## src/rtl/onehot_encoder_pipe.sv

```systemverilog
// onehot_encoder_pipe: N-to-log2(N) one-hot / priority encoder with a registered
// valid/ready output stage and invalid-input flagging.
// Optional feature macro: ONEHOT_ENC_ERR_CNT_EN enables the saturating err_count
// counter; without it err_count is tied to zero and err_clr is ignored.
module onehot_encoder_pipe #(
    parameter int unsigned N             = 8,
    parameter int unsigned PRIORITY_MODE = 0,
    parameter int unsigned CNT_W         = 8,
    localparam int unsigned W            = $clog2(N)
) (
    input  logic             clk,
    input  logic             rst,
    input  logic             in_valid,
    output logic             in_ready,
    input  logic [N-1:0]     in_vec,
    output logic             out_valid,
    input  logic             out_ready,
    output logic [W-1:0]     out_idx,
    output logic             out_err,
    input  logic             err_clr,
    output logic [CNT_W-1:0] err_count
);

    logic         found;
    logic         multi;
    logic [W-1:0] first_idx;
    logic [W-1:0] enc_idx;
    logic         enc_err;
    logic         accept;

    logic         out_valid_q, out_valid_d;
    logic [W-1:0] out_idx_q, out_idx_d;
    logic         out_err_q, out_err_d;

    // Scan for the lowest set bit and note whether more than one bit is set
    always_comb begin
        found     = 1'b0;
        multi     = 1'b0;
        first_idx = '0;
        for (int unsigned i = 0; i < N; i++) begin
            if (in_vec[i]) begin
                if (found) begin
                    multi = 1'b1;
                end else begin
                    found     = 1'b1;
                    first_idx = W'(i);
                end
            end
        end
        // Multi-hot is only an error in strict mode; zero-hot is always an error
        enc_err = !found || ((PRIORITY_MODE == 0) && multi);
        enc_idx = enc_err ? '0 : first_idx;
    end

    // Output stage handshake: accept when empty or when the held result drains
    always_comb begin
        in_ready    = !out_valid_q || out_ready;
        accept      = in_valid && in_ready;
        out_valid_d = accept || (out_valid_q && !out_ready);
        out_idx_d   = out_idx_q;
        out_err_d   = out_err_q;
        if (accept) begin
            out_idx_d = enc_idx;
            out_err_d = enc_err;
        end
    end

    // Output stage registers
    always_ff @(posedge clk or posedge rst) begin
        if (rst) begin
            out_valid_q <= 1'b0;
            out_idx_q   <= '0;
            out_err_q   <= 1'b0;
        end else begin
            out_valid_q <= out_valid_d;
            out_idx_q   <= out_idx_d;
            out_err_q   <= out_err_d;
        end
    end

    assign out_valid = out_valid_q;
    assign out_idx   = out_idx_q;
    assign out_err   = out_err_q;

`ifdef ONEHOT_ENC_ERR_CNT_EN
    logic [CNT_W-1:0] err_count_q, err_count_d;

    // Saturating count of accepted error beats; clear has priority
    always_comb begin
        err_count_d = err_count_q;
        if (err_clr) begin
            err_count_d = '0;
        end else if (accept && enc_err && (err_count_q != '1)) begin
            err_count_d = err_count_q + CNT_W'(1);
        end
    end

    // Error counter register
    always_ff @(posedge clk or posedge rst) begin
        if (rst) begin
            err_count_q <= '0;
        end else begin
            err_count_q <= err_count_d;
        end
    end

    assign err_count = err_count_q;
`else
    logic unused_err_clr;

    assign unused_err_clr = err_clr;
    assign err_count      = '0;
`endif

endmodule

```

## config.mk

```make
export PLATFORM = sky130hd
export DESIGN_NAME = onehot_encoder_pipe
export DESIGN_NICKNAME = d
export VERILOG_FILES = /design/src/rtl/onehot_encoder_pipe.sv
export SDC_FILE = /design/constraint.sdc
export NUM_CORES = 1
export LEC_CHECK = 0
export ABC_AREA = 1
export CORE_MARGIN = 2
export CORE_UTILIZATION = 36
export CTS_BUF_LIST = sky130_fd_sc_hd__clkbuf_8 sky130_fd_sc_hd__clkbuf_16
export DETAILED_ROUTE_END_ITERATION = 8
export PLACE_DENSITY = 0.77
export SYNTH_ARGS = -nofsm -noshare
export SYNTH_HDL_FRONTEND = slang
export SYNTH_SLANG_ARGS = --single-unit
```

## constraint.sdc

```tcl
create_clock -name clk -period 1.4 [get_ports clk]
set_input_delay 0.14 -clock clk [delete_from_list [all_inputs] [get_ports clk]]
set_output_delay 0.14 -clock clk [all_outputs]
set_load 0.01 [all_outputs]
```

# == Yosys cells after proc, flatten, opt, wreduce, memory -nomap -nowiden ==
# Cells that the tools add are included.
# op_classes
mux,37
n_reduce_logical,8
# op_table
cell,count
$mux 3,13
$mux 1,24
$logic_not 1->1,3
$logic_or 1x1->1,3
$logic_and 1x1->1,2
# word_totals
word_cells,48
ff_bits,5
out_inout_bits,14
inputBits,13

# == Logic depth before layout (Yosys ltp) ==
# Gate-level depths: netlist (run 1).
# depth
word_depth,17
mapped_depth,9
depth_no_buf,9

# == Worst setup path before layout (run 1) ==
# OpenSTA, ideal clock, no wires.
# synth_path
kind,flip-flop to flip-flop
start,"register out_valid_q, in the netlist out_valid"
end,"register out_idx_q[0], in the netlist out_idx[0]"
stages_incl_launch_ff,8
n_path_buf,0
setup_ns,0.065
synth_period_minus_slack_ns,1.095
t_arrival_ns,1.030
slack_ns,0.305
required_ns,1.335
path_cell_list,dfrtp_1 nand2_4 nand2_2 a21oi_2 nand3_2 nor2_4 nand3_1 nand2_1
# synth_between
elab_chain_cells,3
# synth_lines
element,line_no,text
"start, declared",31,"logic out_valid_q, out_valid_d;"
"start signal, assigned",75,out_valid_q <= out_valid_d;
$logic_not 1->1,57,in_ready = !out_valid_q || out_ready;
$logic_or 1x1->1,57,
named net in_ready,14,"output logic in_ready,"
$logic_and 1x1->1,58,accept = in_valid && in_ready;
"end signal, assigned",76,out_idx_q <= out_idx_d;
"end, declared",32,"logic [W-1:0] out_idx_q, out_idx_d;"
# The timed path passes the listed nets, and every way through them passes these cells.
# A chain may end at the register's enable or synchronous reset.

# == Worst setup path in the final report (run 1) ==
# layout_path
start,"register out_valid_q, in the netlist out_valid"
end,output out_valid
# layout_rtl
element,line_no,text
"end, declared",16,"output logic out_valid,"
# No word-level cell between the ends.

==> summary.md, run 1 <==
| Metric | Value |
|---|---|
| Via/cell ratio | `4.34` |
| Clock slew at reported path FFs | `40 ps` |
| Mapped Avg Cell Area | `6.97 sq um` |
| DP Cell Count | `101` |
| Total GRT Usage | `0.141` |
| Clk buf depth | `2` |
| Critical path buffer and inverter count | `1` |
| Share of cells above drive strength 1 | `0.209` |
| Peak supply drop | `0.000296 V` |
| Die Height | `40.0 microns` |
| GR Overflow Total | `0` |
| Final min period | `1290 ps` |
| Layout Skew | `0.909 ps` |
| Non-Filler Instances | `105` |
| Final Util | `0.613` |
| Critical-path top delay cell | `clkdlybuf4s50_1` |
| Most frequent cells in the layout | `19 x nand2_1, 14 x clkdlybuf4s50_1, 11 x inv_1` |
| Number of port buffers | `17` |
| Total Neg Setup Slack | `0 ps` |
| Final setup fails | `0` |
| Cell chain of the critical path | `clkdlybuf4s50_1` |
| CP startpoint | `out_valid` |
| Post-route antenna net violation count | `0` |
| Starting density of the core | `0.404` |
| Reg2reg start | `out_valid` |
| IO Count | `27` |
| DRT Pass-1 Iters | `2` |
| Final Max Tran Viols | `0` |
| Yosys Warn Count | `0` |
| CTS tree | `built` |
| HPWL Detailed | `761 microns` |
| WP data arrival | `1150 ps` |
| Clk_lat worst skew | `220 ps` |
| Num rows | `12` |
| Total Wirelength | `852 microns` |
| Register area | `125 sq um` |
| Initial antenna violation count | `0` |
| Worst setup SP type | `register` |
| FMAX | `0.778 GHz` |
| CP delay by family, top | `buffers and inverters` |
| Status | `complete, no violations` |
| Setup Fix Bufs, Post-CTS | `0` |
| DR vias | `456` |
| Post-Syn Area | `467 sq um` |
| Final GP Congestion | `0.691` |
| Commonest non-fill, non-tap cell in the layout | `nand2_1` |
| Clock sink count | `5` |
| Min-delay worst type | `in2async` |
| Die ar. | `1600 sq um` |
| N_diodes | `0` |
| Core box area | `1160 sq um` |
| Sequential share of the synthesized area | `0.268` |
| Synth-to-layout area growth | `51.7%` |
| RSZ-0062 raised after global routing | `false` |
| Crit. End Element | `primary output` |
| CP Max Fanout | `2` |
| Post-CTS Resized | `0` |
| Fill cell count | `120` |
| Initial DRC Count | `2` |
| Nets | `105` |
| Largest net degree at the start of global routing | `6` |
| H-tree depth | `1` |
| Clock root cell | `clkbuf_8` |
| CP Data Required Time | `1260 ps` |
| Multi-input gate area | `272 sq um` |
| First-pass GRT wire length | `1440 microns` |
| Distinct cells, synth | `19` |
| CTS Buf Count | `3` |
| Hold-fix buffers, CTS | `0` |
| Final hold vios | `0` |
| Leak pwr | `0.380 nW` |
| DRC Markers | `0` |
| DIE WIDTH | `40.0 microns` |
| Final period util | `0.918` |
| Number of synthesized register bits | `5` |
| Vias in the first global route | `400` |
| Number of max-cap violations | `0` |
| Mean routed wirelength per cell | `8.11 microns` |
| Post-Synthesis Cells | `67` |
| Max incr delay on CP | `550 ps` |
| Pwr dens | `764 nW/um^2` |
| Crit Path Category | `reg2out` |
[layout make-up]
class                      count  area share
multi-input combinational     50       0.383
timing repair buffer          21       0.293
sequential                     5       0.177
clock buffer                   3      0.0583
inverter                      11      0.0583
tap                           14      0.0247
clock inverter                 1     0.00530
[per-stage QoR]
step | cell area [sq um] | hold slack [ps] | total power, W | setup WS, ps
after global placement | 651 | 350 | 0.000281 | -66.5
after detailed placement | 651 | 358 | 0.000284 | -123
after floorplan | 493 | -81.5 | 0.000232 | 305
after CTS | 696 | 129 | 0.000547 | 3.43
after global routing | 708 | 152 | 0.000572 | 13.6
final | 708 | 124 | 0.000541 | 114
[kinds of logic after synthesis]
family,count (synthesis),share of synthesized area
AND/OR/NAND/NOR,36,0.418
buffers and inverters,19,0.217
AO/OA/AOI/OAI,6,0.0885
flip-flops,5,0.268
other,1,0.00804
[worst paths after layout]
kind	to	cells after the start	slack, ps
hold / removal	out_idx[1]	2	120
setup reg to reg	out_idx[0]	7	330
setup / recovery	out_valid	1	110
max in group asynchronous	out_idx[2]	2	1110
min in group clk	out_idx[0]	5	470
hold reg to reg	out_idx[0]	2	480
[report_power, final]
part	internal, W	leakage (nW)	switching [W]
logic	0.0000617	0.292	0.0000654
clock network	0.000188	0.0269	0.0000724
registers	0.000150	0.0616	0.00000323
total	0.000400	0.380	0.000141
[worst reg2reg max path, delay by kind of cell, from the launching register on]
| kind | cells | cell delay [ps] |
|---|---|---|
| DFF | 1 | 390 |
| and+or+nand+nor | 6 | 520 |
| AOI/OAI and AO/OA | 1 | 110 |
[metal layers]
layer / track usage / wire length (microns) / vias up
li1: - / - / 241
met2: 0.238 / 411 / 24
met1: 0.142 / 325 / 188
met3: 0.0333 / 90 / 3
met5: 0 / 0 / -
met4: 0.129 / 25 / 0
[cell usage after synthesis]
cell type	count	area (sq um)
o22ai_1	1	6.26
buf_4	8	60.1
inv_2	1	3.75
nor3_1	1	5.00
nand2_1	19	71.3
nor2_4	3	33.8
nand2_2	2	12.5
nor2_2	1	6.26
dfrtp_1	5	125
nand3_1	5	25.0
a21oi_2	2	17.5
nand2_4	1	11.3
conb_1	1	3.75
inv_1	10	37.5
nand4_1	1	6.26
a21oi_1	2	10.0
o211ai_1	1	7.51
nand3_2	2	20.0
nor2_1	1	3.75
[flip-flops by register name, indices dropped and copies added, names as in the netlist]
name	flops
out_err	1
out_idx	3
out_valid	1
No activity file was read; power rests on OpenSTA's default activity.
==> run 2, diff against run 1 <==
--- a/config.mk
+++ b/config.mk
@@ -10,7 +10,8 @@
 export CORE_UTILIZATION = 36
 export CTS_BUF_LIST = sky130_fd_sc_hd__clkbuf_8 sky130_fd_sc_hd__clkbuf_16
 export DETAILED_ROUTE_END_ITERATION = 8
-export PLACE_DENSITY = 0.77
+export PLACE_DENSITY = 0.79
+export SLEW_MARGIN = 20
 export SYNTH_ARGS = -nofsm -noshare
 export SYNTH_HDL_FRONTEND = slang
 export SYNTH_SLANG_ARGS = --single-unit
==> run 2 against run 1 <==
Compared with the run above:
- via count up 0.66%
- combinational power about the same
- die area unchanged
- first-iteration DRC count rose to 4.0 times the previous value
- worst hold slack worse by 4.9 ps
- routed wire length up 3.3%
- largest power group unchanged
- highest routed layer unchanged
==> summary.md, run 2 (synthesis results as in run 1) <==
| Metric | Value |
|---|---|
| RSZ-0062 raised after global routing | `false` |
| Min-delay worst type | `in2async` |
| DIE WIDTH | `40.0 microns (unchanged)` |
| Share of cells above drive strength 1 | `0.209 (unchanged)` |
| DR vias | `459 (+0.66%)` |
| Vias in the first global route | `407 (+1.8%)` |
| Starting density of the core | `0.404 (unchanged)` |
| Cell chain of the critical path | `clkdlybuf4s50_1` |
| CP delay by family, top | `buffers and inverters` |
| H-tree depth | `1 (unchanged)` |
| Clock slew at reported path FFs | `30 ps (about the same)` |
| Clk buf depth | `2 (unchanged)` |
| Crit Path Category | `reg2out` |
| Number of port buffers | `17 (unchanged)` |
| Setup Fix Bufs, Post-CTS | `0 (unchanged)` |
| DRT Pass-1 Iters | `4 (+2)` |
| Worst setup SP type | `register` |
| Initial antenna violation count | `0 (unchanged)` |
| Mean routed wirelength per cell | `8.38 microns (+3.3%)` |
| N_diodes | `0 (unchanged)` |
| Total Wirelength | `880 microns (+3.3%)` |
| DRC Markers | `0 (unchanged)` |
| Hold-fix buffers, CTS | `0 (unchanged)` |
| Crit. End Element | `primary output` |
| Placed Area | `651 sq um (unchanged)` |
| Leak pwr | `0.374 nW (-1.6%)` |
| Largest net degree at the start of global routing | `6 (unchanged)` |
| Final GP Congestion | `0.696 (+0.75%)` |
| Total Neg Setup Slack | `0 ps (unchanged)` |
| Final Max Tran Viols | `0 (unchanged)` |
| Synth-to-layout area growth | `49.9%` |
| Clk_lat worst skew | `220 ps (about the same)` |
| GR Overflow Total | `0 (unchanged)` |
| Status | `complete, no violations` |
| Most frequent cells in the layout | `19 x nand2_1, 14 x clkdlybuf4s50_1, 11 x inv_1` |
| Nets | `105 (unchanged)` |
| Initial DRC Count | `8 (+6)` |
| Fin area | `699 sq um (-1.2%)` |
| WP data arrival | `1140 ps (about the same)` |
| Pwr dens | `763 nW/um^2 (about the same)` |
| Core box area | `1160 sq um (unchanged)` |
| Via/cell ratio | `4.37 (+0.66%)` |
| Clock root cell | `clkbuf_8` |
| CTS tree | `built` |
| Final min period | `1280 ps (-9.40 ps)` |
| Max reg flops | `3 (unchanged)` |
| Critical path buffer and inverter count | `1 (unchanged)` |
| Max incr delay on CP | `550 ps (about the same)` |
| Num rows | `12 (unchanged)` |
| Final setup fails | `0 (unchanged)` |
| Worst Setup Slack, final | `124 ps (+9.40 ps)` |
| Final period util | `0.912 (-0.00672)` |
| Post-route antenna net violation count | `0 (unchanged)` |
| Tot Pwr | `0.000534 W (-1.3%)` |
| FMAX | `0.784 GHz (+0.74%)` |
| Worst hold margin | `119 ps (-4.91 ps)` |
| Die Height | `40.0 microns (unchanged)` |
| Commonest non-fill, non-tap cell in the layout | `nand2_1` |
| Critical-path top delay cell | `clkdlybuf4s50_1` |
| Die ar. | `1600 sq um (unchanged)` |
| CP Max Fanout | `2 (unchanged)` |
| First-pass GRT wire length | `1480 microns (+2.4%)` |
| IO Count | `27 (unchanged)` |
| CP Data Required Time | `1260 ps (about the same)` |
| Pre-CTS setup slack | `-106 ps (+16.5 ps)` |
| Total GRT Usage | `0.141 (-0.000327)` |
| Peak supply drop | `0.000371 V (+25%)` |
| HPWL Detailed | `761 microns (unchanged)` |
| Clock sink count | `5 (unchanged)` |
| Number of max-cap violations | `0 (unchanged)` |
| Final hold vios | `0 (unchanged)` |
| CTS Buf Count | `3 (unchanged)` |
| Layout Skew | `1.53 ps (+0.621 ps)` |
-- run 2: timing repair --
action                                 CTS  global route
resized for setup                        1             2
setup endpoints to repair                1             1
endpoints found under the hold margin    0             0
-- run 2: path summary, 6_finish.rpt --
path                       startpoint    endpoint  slack (ps)  depth (start not counted)
setup reg to reg            out_valid  out_idx[1]         300                          7
max in group asynchronous         rst   out_valid        1110                          2
hold / removal                    rst  out_idx[2]         120                          2
min in group clk           out_idx[2]  out_idx[2]         480                          2
hold reg to reg            out_idx[2]  out_idx[2]         480                          2
setup / recovery            out_valid   out_valid         120                          1
-- run 2: layout make-up --
cell class | count | area, sq um
flip-flops and latches | 5 | 125
repair buffers | 21 | 204
clock inverters | 1 | 3.75
multi-input cells | 50 | 267
well taps | 14 | 17.5
fillers | 128 | 457
inverters | 11 | 41.3
clock buffers | 3 | 41.3
-- run 2: per-stage QoR --
| stage | utilization | std cells |
|---|---|---|
| 6_report | 0.605 | 105 |
| 5_1_grt | 0.605 | 105 |
| 4_1_cts | 0.601 | 105 |
| 3_5_place_dp | 0.563 | 101 |
| 3_3_place_gp | 0.563 | 101 |
| 2_1_floorplan | - | 74 |
-- run 2: metal layers --
layer	vias to the layer above	part of all wire	routed length (microns)	GRT usage
li1	241	-	-	-
met1	189	0.36	320	0.152
met2	25	0.49	433	0.238
met3	4	0.11	101	0.0167
met4	0	0.028	25	0.129
met5	-	0	0	0
-- run 2: power by group --
part / leakage [nW] / internal, W / switching [W]
Sequential: 0.0616 / 0.000150 / 0.00000311
Clock: 0.0269 / 0.000188 / 0.0000672
Combinational: 0.286 / 0.0000607 / 0.0000654
Total: 0.374 / 0.000398 / 0.000136
